`src/rtl/uart_receiver.sv`:
```
// 8N1 UART receiver: synchronizes RxD, samples each bit at mid-period and holds
// the received byte in a one-entry register with a valid/read handshake.
module uart_receiver #(
   parameter int baud_rate_count = 108
) (
   input  logic       clk,
   input  logic       rst,
   input  logic       RxD,
   input  logic       rd,
   output logic [7:0] data,
   output logic       valid,
   output logic       frame_err,
   output logic       overrun,
   output logic       busy
);

   localparam logic [13:0] BaudCnt = 14'(baud_rate_count);
   localparam logic [13:0] HalfCnt = 14'(baud_rate_count >> 1);

   typedef enum logic [1:0] {IDLE, START, DATA, STOP} state_t;

   state_t      state_q;
   logic        rxdSync1_q;
   logic        rxdSync_q;
   logic        rxdDly_q;
   logic [13:0] counter_q;
   logic [2:0]  bitCnt_q;
   logic [7:0]  shiftReg_q;
   logic [7:0]  data_q;
   logic        valid_q;
   logic        frameErr_q;
   logic        overrun_q;
   logic        loadAllowed;

   // Sync flops idle at 1 so a line already low at reset release reads as an edge.
   always_ff @(posedge clk) begin
      if (rst) begin
         rxdSync1_q <= 1'b1;
         rxdSync_q  <= 1'b1;
         rxdDly_q   <= 1'b1;
      end else begin
         rxdSync1_q <= RxD;
         rxdSync_q  <= rxdSync1_q;
         rxdDly_q   <= rxdSync_q;
      end
   end

   assign loadAllowed = !valid_q || rd;

   // A load later in this block overrides the read-clear of valid above it.
   always_ff @(posedge clk) begin
      if (rst) begin
         state_q    <= IDLE;
         counter_q  <= '0;
         bitCnt_q   <= '0;
         shiftReg_q <= '0;
         data_q     <= '0;
         valid_q    <= 1'b0;
         frameErr_q <= 1'b0;
         overrun_q  <= 1'b0;
      end else begin
         frameErr_q <= 1'b0;
         if (rd && valid_q) begin
            valid_q   <= 1'b0;
            overrun_q <= 1'b0;
         end
         case (state_q)
            IDLE: begin
               counter_q <= '0;
               if (!rxdSync_q && rxdDly_q) begin
                  state_q <= START;
               end
            end
            START: begin
               if (counter_q == HalfCnt) begin
                  counter_q <= '0;
                  if (!rxdSync_q) begin
                     state_q  <= DATA;
                     bitCnt_q <= '0;
                  end else begin
                     state_q <= IDLE;
                  end
               end else begin
                  counter_q <= counter_q + 14'd1;
               end
            end
            DATA: begin
               if (counter_q == BaudCnt) begin
                  counter_q  <= '0;
                  shiftReg_q <= {rxdSync_q, shiftReg_q[7:1]};
                  bitCnt_q   <= bitCnt_q + 3'd1;
                  if (bitCnt_q == 3'd7) begin
                     state_q <= STOP;
                  end
               end else begin
                  counter_q <= counter_q + 14'd1;
               end
            end
            STOP: begin
               if (counter_q == BaudCnt) begin
                  counter_q <= '0;
                  state_q   <= IDLE;
                  if (rxdSync_q) begin
                     if (loadAllowed) begin
                        data_q  <= shiftReg_q;
                        valid_q <= 1'b1;
                     end else begin
                        overrun_q <= 1'b1;
                     end
                  end else begin
                     frameErr_q <= 1'b1;
                  end
               end else begin
                  counter_q <= counter_q + 14'd1;
               end
            end
            default: state_q <= IDLE;
         endcase
      end
   end

   assign data      = data_q;
   assign valid     = valid_q;
   assign frame_err = frameErr_q;
   assign overrun   = overrun_q;
   assign busy      = (state_q != IDLE);

endmodule

```
`config.mk`:
```
export PLATFORM = sky130hd
export DESIGN_NAME = uart_receiver
export DESIGN_NICKNAME = d
export VERILOG_FILES = /design/src/rtl/uart_receiver.sv
export SDC_FILE = /design/constraint.sdc
export NUM_CORES = 1
export LEC_CHECK = 0
export ABC_AREA = 0
export ABC_CLOCK_PERIOD_IN_PS = 1800
export BUFFER_PORTS_ARGS = -buffer_cell sky130_fd_sc_hd__clkbuf_2
export CORE_MARGIN = 2
export CORE_UTILIZATION = 40
export DETAILED_ROUTE_END_ITERATION = 16
export PLACE_DENSITY = 0.64
export SYNTH_ARGS = -nofsm -noshare
export SYNTH_HDL_FRONTEND = slang
export SYNTH_SLANG_ARGS = --single-unit
```
`constraint.sdc`:
```
create_clock -name clk -period 1.8 [get_ports clk]
set_input_delay 0 -clock clk [delete_from_list [all_inputs] [get_ports clk]]
set_output_delay 0 -clock clk [all_outputs]
set_load 0.1 [all_outputs]
```
# Yosys cells after proc, flatten, opt, wreduce, memory -nomap -nowiden
# Index checks and enable logic that the tools add are counted.
# word_totals
output_inout_bits	12
wordCells	66
in_bits	4
regBits	41
# classes
n_reduce_logical	14
n_bitwise	2
n_eq_ne	12
add_sub_neg	2
mux	25
# op_table
op	count
14-bit case mux with 3 select lines	1
14-bit two-way mux	2
14-bit by 1-bit adder with 14-bit output, second input constant	1
14-bit by 6-bit equality test with 1-bit output, second input constant	1
14-bit by 7-bit equality test with 1-bit output, second input constant	1
2-bit two-way mux	6
2-bit != test, second input constant	6
1-bit two-way mux	11
3-bit two-way mux	3
2-bit case mux with 4 select lines	1
4-bit AND reduction	2
3-bit case mux with 2 select lines	1
5-bit AND reduction	1
2-bit equality test, second input constant	2
2-bit nonzero test	2
3-bit by 1-bit adder with 3-bit output, second input constant	1
3-bit equality test, second input constant	1
3-bit OR reduction	1
2-bit by 1-bit equality test with 1-bit output, second input constant	1
1-bit logical AND	2
1-bit zero test	2
2-bit zero test	1
1-bit NOT	2
2-bit AND reduction	1
2 further kinds	2

# Depth between registers and ports, before layout
# logic_depth
word_depth	6
mapped_depth	8
ltp_nobuf	6

# Least setup slack after synthesis
# No wires, ideal clock.
# synth_path
path_kind	register to register
from	reg valid_q (netlist: valid)
to	reg data_q[5] (netlist: data[5])
slack_ns	0.111
setup_ns	0.071
t_required_ns	1.729
arrival_time_ns	1.619
synth_period_minus_slack_ns	1.689
stages_incl_launch_ff	4
path_buffers	0
cell_sequence	dfxtp_1 -> nor2b_1 -> o21ai_0 -> a21oi_1
# synth_via
elab_chain_len	3
# synth_lines
element	line_no	text
start: declaration	30	logic valid_q;
start signal: assignment	58	valid_q <= 1'b0;
start signal: assignment	64	valid_q <= 1'b0;
start signal: assignment	106	valid_q <= 1'b1;
1-bit zero test	48	assign loadAllowed = !valid_q || rd;
1-bit logical OR	48	
4-bit AND reduction (no line)	--	
end signal: assignment	105	data_q <= shiftReg_q;
end: declaration	29	logic [7:0] data_q;
# No other way between the ends.
# A chain may end at the register's enable or synchronous reset.

# Final worst setup path
# layout_path
from	reg counter_q[1]
to	reg bitCnt_q[2]
# layout_via
elab_chain_len	3
elab_cells_between_ends	5
cone_classes	eq/ne: 4; reduce/logical: 1
# layout_lines
element	line_no	text
start: declaration	26	logic [13:0] counter_q;
start signal: assignment	84	counter_q <= counter_q + 14'd1;
start signal: assignment	96	counter_q <= counter_q + 14'd1;
start signal: assignment	114	counter_q <= counter_q + 14'd1;
14-bit by 7-bit equality test with 1-bit output / 14-bit by 6-bit equality test with 1-bit output (equally long branches)	88, 75	
2-bit != test (no line)	--	
4-bit AND reduction (no line) (*)	--	
end signal: assignment	91	bitCnt_q <= bitCnt_q + 3'd1;
end: declaration	27	logic [2:0] bitCnt_q;
# Mark *: on every way between the ends. The rest lies on a longest branch, timed or not.

==> results by group <==
Place
  • Port Buffers: 15
  • Setup slack at placement: 0.1136 ns
  • Hpwl dp: 2.466 mm
  • Dpl cells: 264
  • Placer congestion estimate: 0.8570

Global route
  • Global-route track usage on met1: 0.2018
  • Met2 usage: 0.2315
  • Vias in the first global route: 1315
  • GR Layer Usage met3: 0.04501
  • Largest net degree at the start of global routing: 24
  • Gr busiest metal: met2
  • First-pass GRT wire length: 6.147 mm
  • All-Layer GR Usage: 0.1529
  • Initial antenna violation count: 0
  • Global route overflow: 0

Timing
  • Setup-failing EPs final: 0
  • Worst setup margin: 0.1665 ns
  • Max_slew headroom: 0.6382
  • Tcrit/Tclk final: 0.9075
  • Layout Skew: 0.008388 ns
  • Slew Viols, Final: 0
  • Post-Route Setup TNS: 0 ns
  • Worst-Margin Slew: 0.5451 ns
  • Final hold viol count: 0
  • Max Freq: 0.6122 GHz
  • RSZ-0062 raised after global routing: no
  • Tmin final: 1.634 ns

Setup path
  • Critical Path RT: 2.02 ns
  • Worst reg-to-reg path cell count: 6
  • Critical Path End Type: flip-flop
  • Worst setup endpoint: bitCnt_q[2]$_SDFFE_PP0P_
  • Crit path launch: counter_q[1]$_SDFF_PP0_
  • Startpoint types: flip-flop
  • CP Max Fanout: 6
  • RR Startpoint: counter_q[1]$_SDFF_PP0_
  • Worst EP arrival: 1.86 ns
  • Setup CP Type: flip-flop to flip-flop
  • Flop2flop setup slack: 0.17 ns
  • Reg2Reg Capture Point: bitCnt_q[2]$_SDFFE_PP0P_

Finish
  • Layout cell share with drive strength beyond 1: 0.1892
  • FILL cells: 444
  • Area grow syn2layout: 16.19%
  • Final nets: 231
  • Fin cells: 274
  • Final Util: 0.4834
  • ANT cells: 0

CTS
  • Clock Path Buffers: 2
  • Clock latency at the later pin of the worst-skew pair: 0.29 ns
  • CTS Buf Count: 5
  • CTS tree: done
  • Clock slew at reported path FFs: 0.08 ns
  • Clock sink total: 41
  • Root buffer selected by CTS: clkbuf_8
  • CTS H-tree lvls: 2

Synth
  • Post-Syn Instances: 199
  • Synthesis Warnings: 0
  • Post-synth EDFFs: 0
  • Post-synthesis net count: 208
  • Synth Flop Type: dfxtp_1
  • Synth Cell Area: 1824 µm²
  • Synthesized area per cell: 9.167 µm²
  • Seq cells post-synth: 41
  • Post-synthesis sequential area ratio: 0.4499
  • Ys async rst share: 0
  • Yosys cell types: 36

Power and ir drop
  • LEAKAGE: 0.0008657 µW
  • Total power: 1675 µW
  • Pwr dens: 790.0 nW/µm²
  • Max VDD drop: 0.3045 mV

Routing
  • Router iterations before antenna repair: 4
  • Drt via density: 5.380
  • Drt wl/cell: 12.88 µm
  • Remaining DRCs: 0
  • DRT iter0 DRCs: 92
  • Vias: 1474
  • Final ANT Viol Nets: 0
  • Detailed-route wire length: 3.530 mm

Die
  • Row cnt: 24
  • Core ar.: 4384 µm²
  • Ports: 16
  • DIE AREA: 5117 µm²
  • Die Width: 71.53 µm
  • Die height: 71.53 µm
  • Initial Utilization: 0.4161

Run status
  • Outcome: finished clean

Hold path
  • Min-delay worst type: flip-flop to flip-flop

Run
  • Max-cap violations: 0
sequential cells by signal (all words and copies together), names as in the netlist, named ones only:
signal and cells:
bitCnt_q 3, counter_q 14, data 8, frame_err 1
overrun 1, rxdDly_q 1, rxdSync1_q 1, rxdSync_q 1
shiftReg_q 8, state_q 1, valid 1
worst min path at each step:
stage	startpoint	endpoint	slack, ns	depth (start not counted)
after floorplan	rd	overrun$_SDFF_PP0_	0.1	1
after CTS	RxD	rxdSync1_q$_SDFF_PP1_	0.42	3
after detailed placement	RxD	rxdSync1_q$_SDFF_PP1_	0.19	2
after global placement	RxD	rxdSync1_q$_SDFF_PP1_	0.19	2
final	rxdSync1_q$_SDFF_PP1_	rxdSync_q$_SDFF_PP1_	0.42	1
after global routing	rxdSync1_q$_SDFF_PP1_	rxdSync_q$_SDFF_PP1_	0.43	1
where the power goes:
group	internal, µW	switching, µW	total, µW
clock network	403	301	704
logic	20.2	35.6	55.8
registers	911	3.88	915
total	1330	341	1670
worst max-delay path, cell delays in order, from the launching register on:
cell and delay, ns:
dfxtp_1 0.33, buf_4 0.14, ha_1 0.14, and4bb_2 0.26, nand4_1 0.12, a21oi_1 0.35
mux2i_1 0.22
cell type report:
class / instances / area [µm²] / area share
inverter: 7 / 26.28 / 0.01240
timing repair buffer: 27 / 185.2 / 0.08737
sequential: 41 / 820.8 / 0.3872
tap: 52 / 65.06 / 0.03070
clock buffer: 5 / 68.82 / 0.03247
clock inverter: 2 / 35.03 / 0.01653
multi-input combinational: 140 / 918.4 / 0.4333
logic make-up (layout without fill, tap and decap cells):
kind of cell	Yosys count	after routing	synth area share
DFF	41	41	0.4499
xor gates and xnor gates	12	12	0.05761
adders and majority gates	5	5	0.03429
muxes	10	10	0.05487
AOI/OAI and AO/OA	25	25	0.08436
and+or+nand+nor	88	88	0.2716
buffers and inverters	18	41	0.04732
through the flow:
step	hold slack, ns	area (µm²)
5_1_grt	0.4304	2120
3_3_place_gp	0.1869	1984
4_1_cts	0.4184	2118
6_report	0.4187	2120
2_1_floorplan	0.09876	1824
3_5_place_dp	0.1880	1984
cells in the mapped netlist (4+ instances only):
| cell | n | area (µm²) |
|---|---|---|
| xnor2_1 | 7 | 61.31 |
| xor2_1 | 5 | 43.79 |
| mux2i_1 | 10 | 100.1 |
| nor3_1 | 5 | 25.02 |
| nand2_1 | 13 | 48.80 |
| nor2_1 | 26 | 97.59 |
| dfxtp_1 | 41 | 820.8 |
| inv_1 | 7 | 26.28 |
| a21oi_1 | 10 | 50.05 |
| nand3_1 | 4 | 20.02 |
| o21ai_0 | 8 | 40.04 |
| nand4_1 | 18 | 112.6 |
| ha_1 | 5 | 62.56 |
| clkbuf_1 | 5 | 18.77 |
timing repair:
item,CTS,global route
resized for setup,0,1
buffers inserted,0,0
setup endpoints to repair,0,10
endpoints found under the hold margin,3,0
hold buffers,3,0
per-layer routing:
metal / share of wire / vias up
li1: - / 755
met1: 0.49 / 685
met2: 0.45 / 29
met4: 0.018 / 0
met5: 0 / -
met3: 0.042 / 5
cell usage in the layout, fill, tap and decap left out, types with 2 or more instances in the layout:
master         Yosys  final
a31oi_1            2      2
and4_1             2      2
or2_2              3      3
and2_1             2      2
nor2_1            26     26
and3_2             1      2
dlygate4sd3_1      0      3
nor4_1             3      3
dfxtp_1           41     41
nand3_1            4      4
a211oi_1           2      2
nand2_1           13     13
clkbuf_2           0     15
mux2i_1           10     10
buf_4              2      8
xnor2_1            7      7
ha_1               5      5
xor2_1             5      5
clkbuf_8           0      5
a21oi_1           10     10
nand4_1           18     18
o21ai_0            8      8
nor3_1             5      5
nor4b_1            2      2
and4b_1            2      2
inv_1              7      7
(Power assumes the default switching activity.)
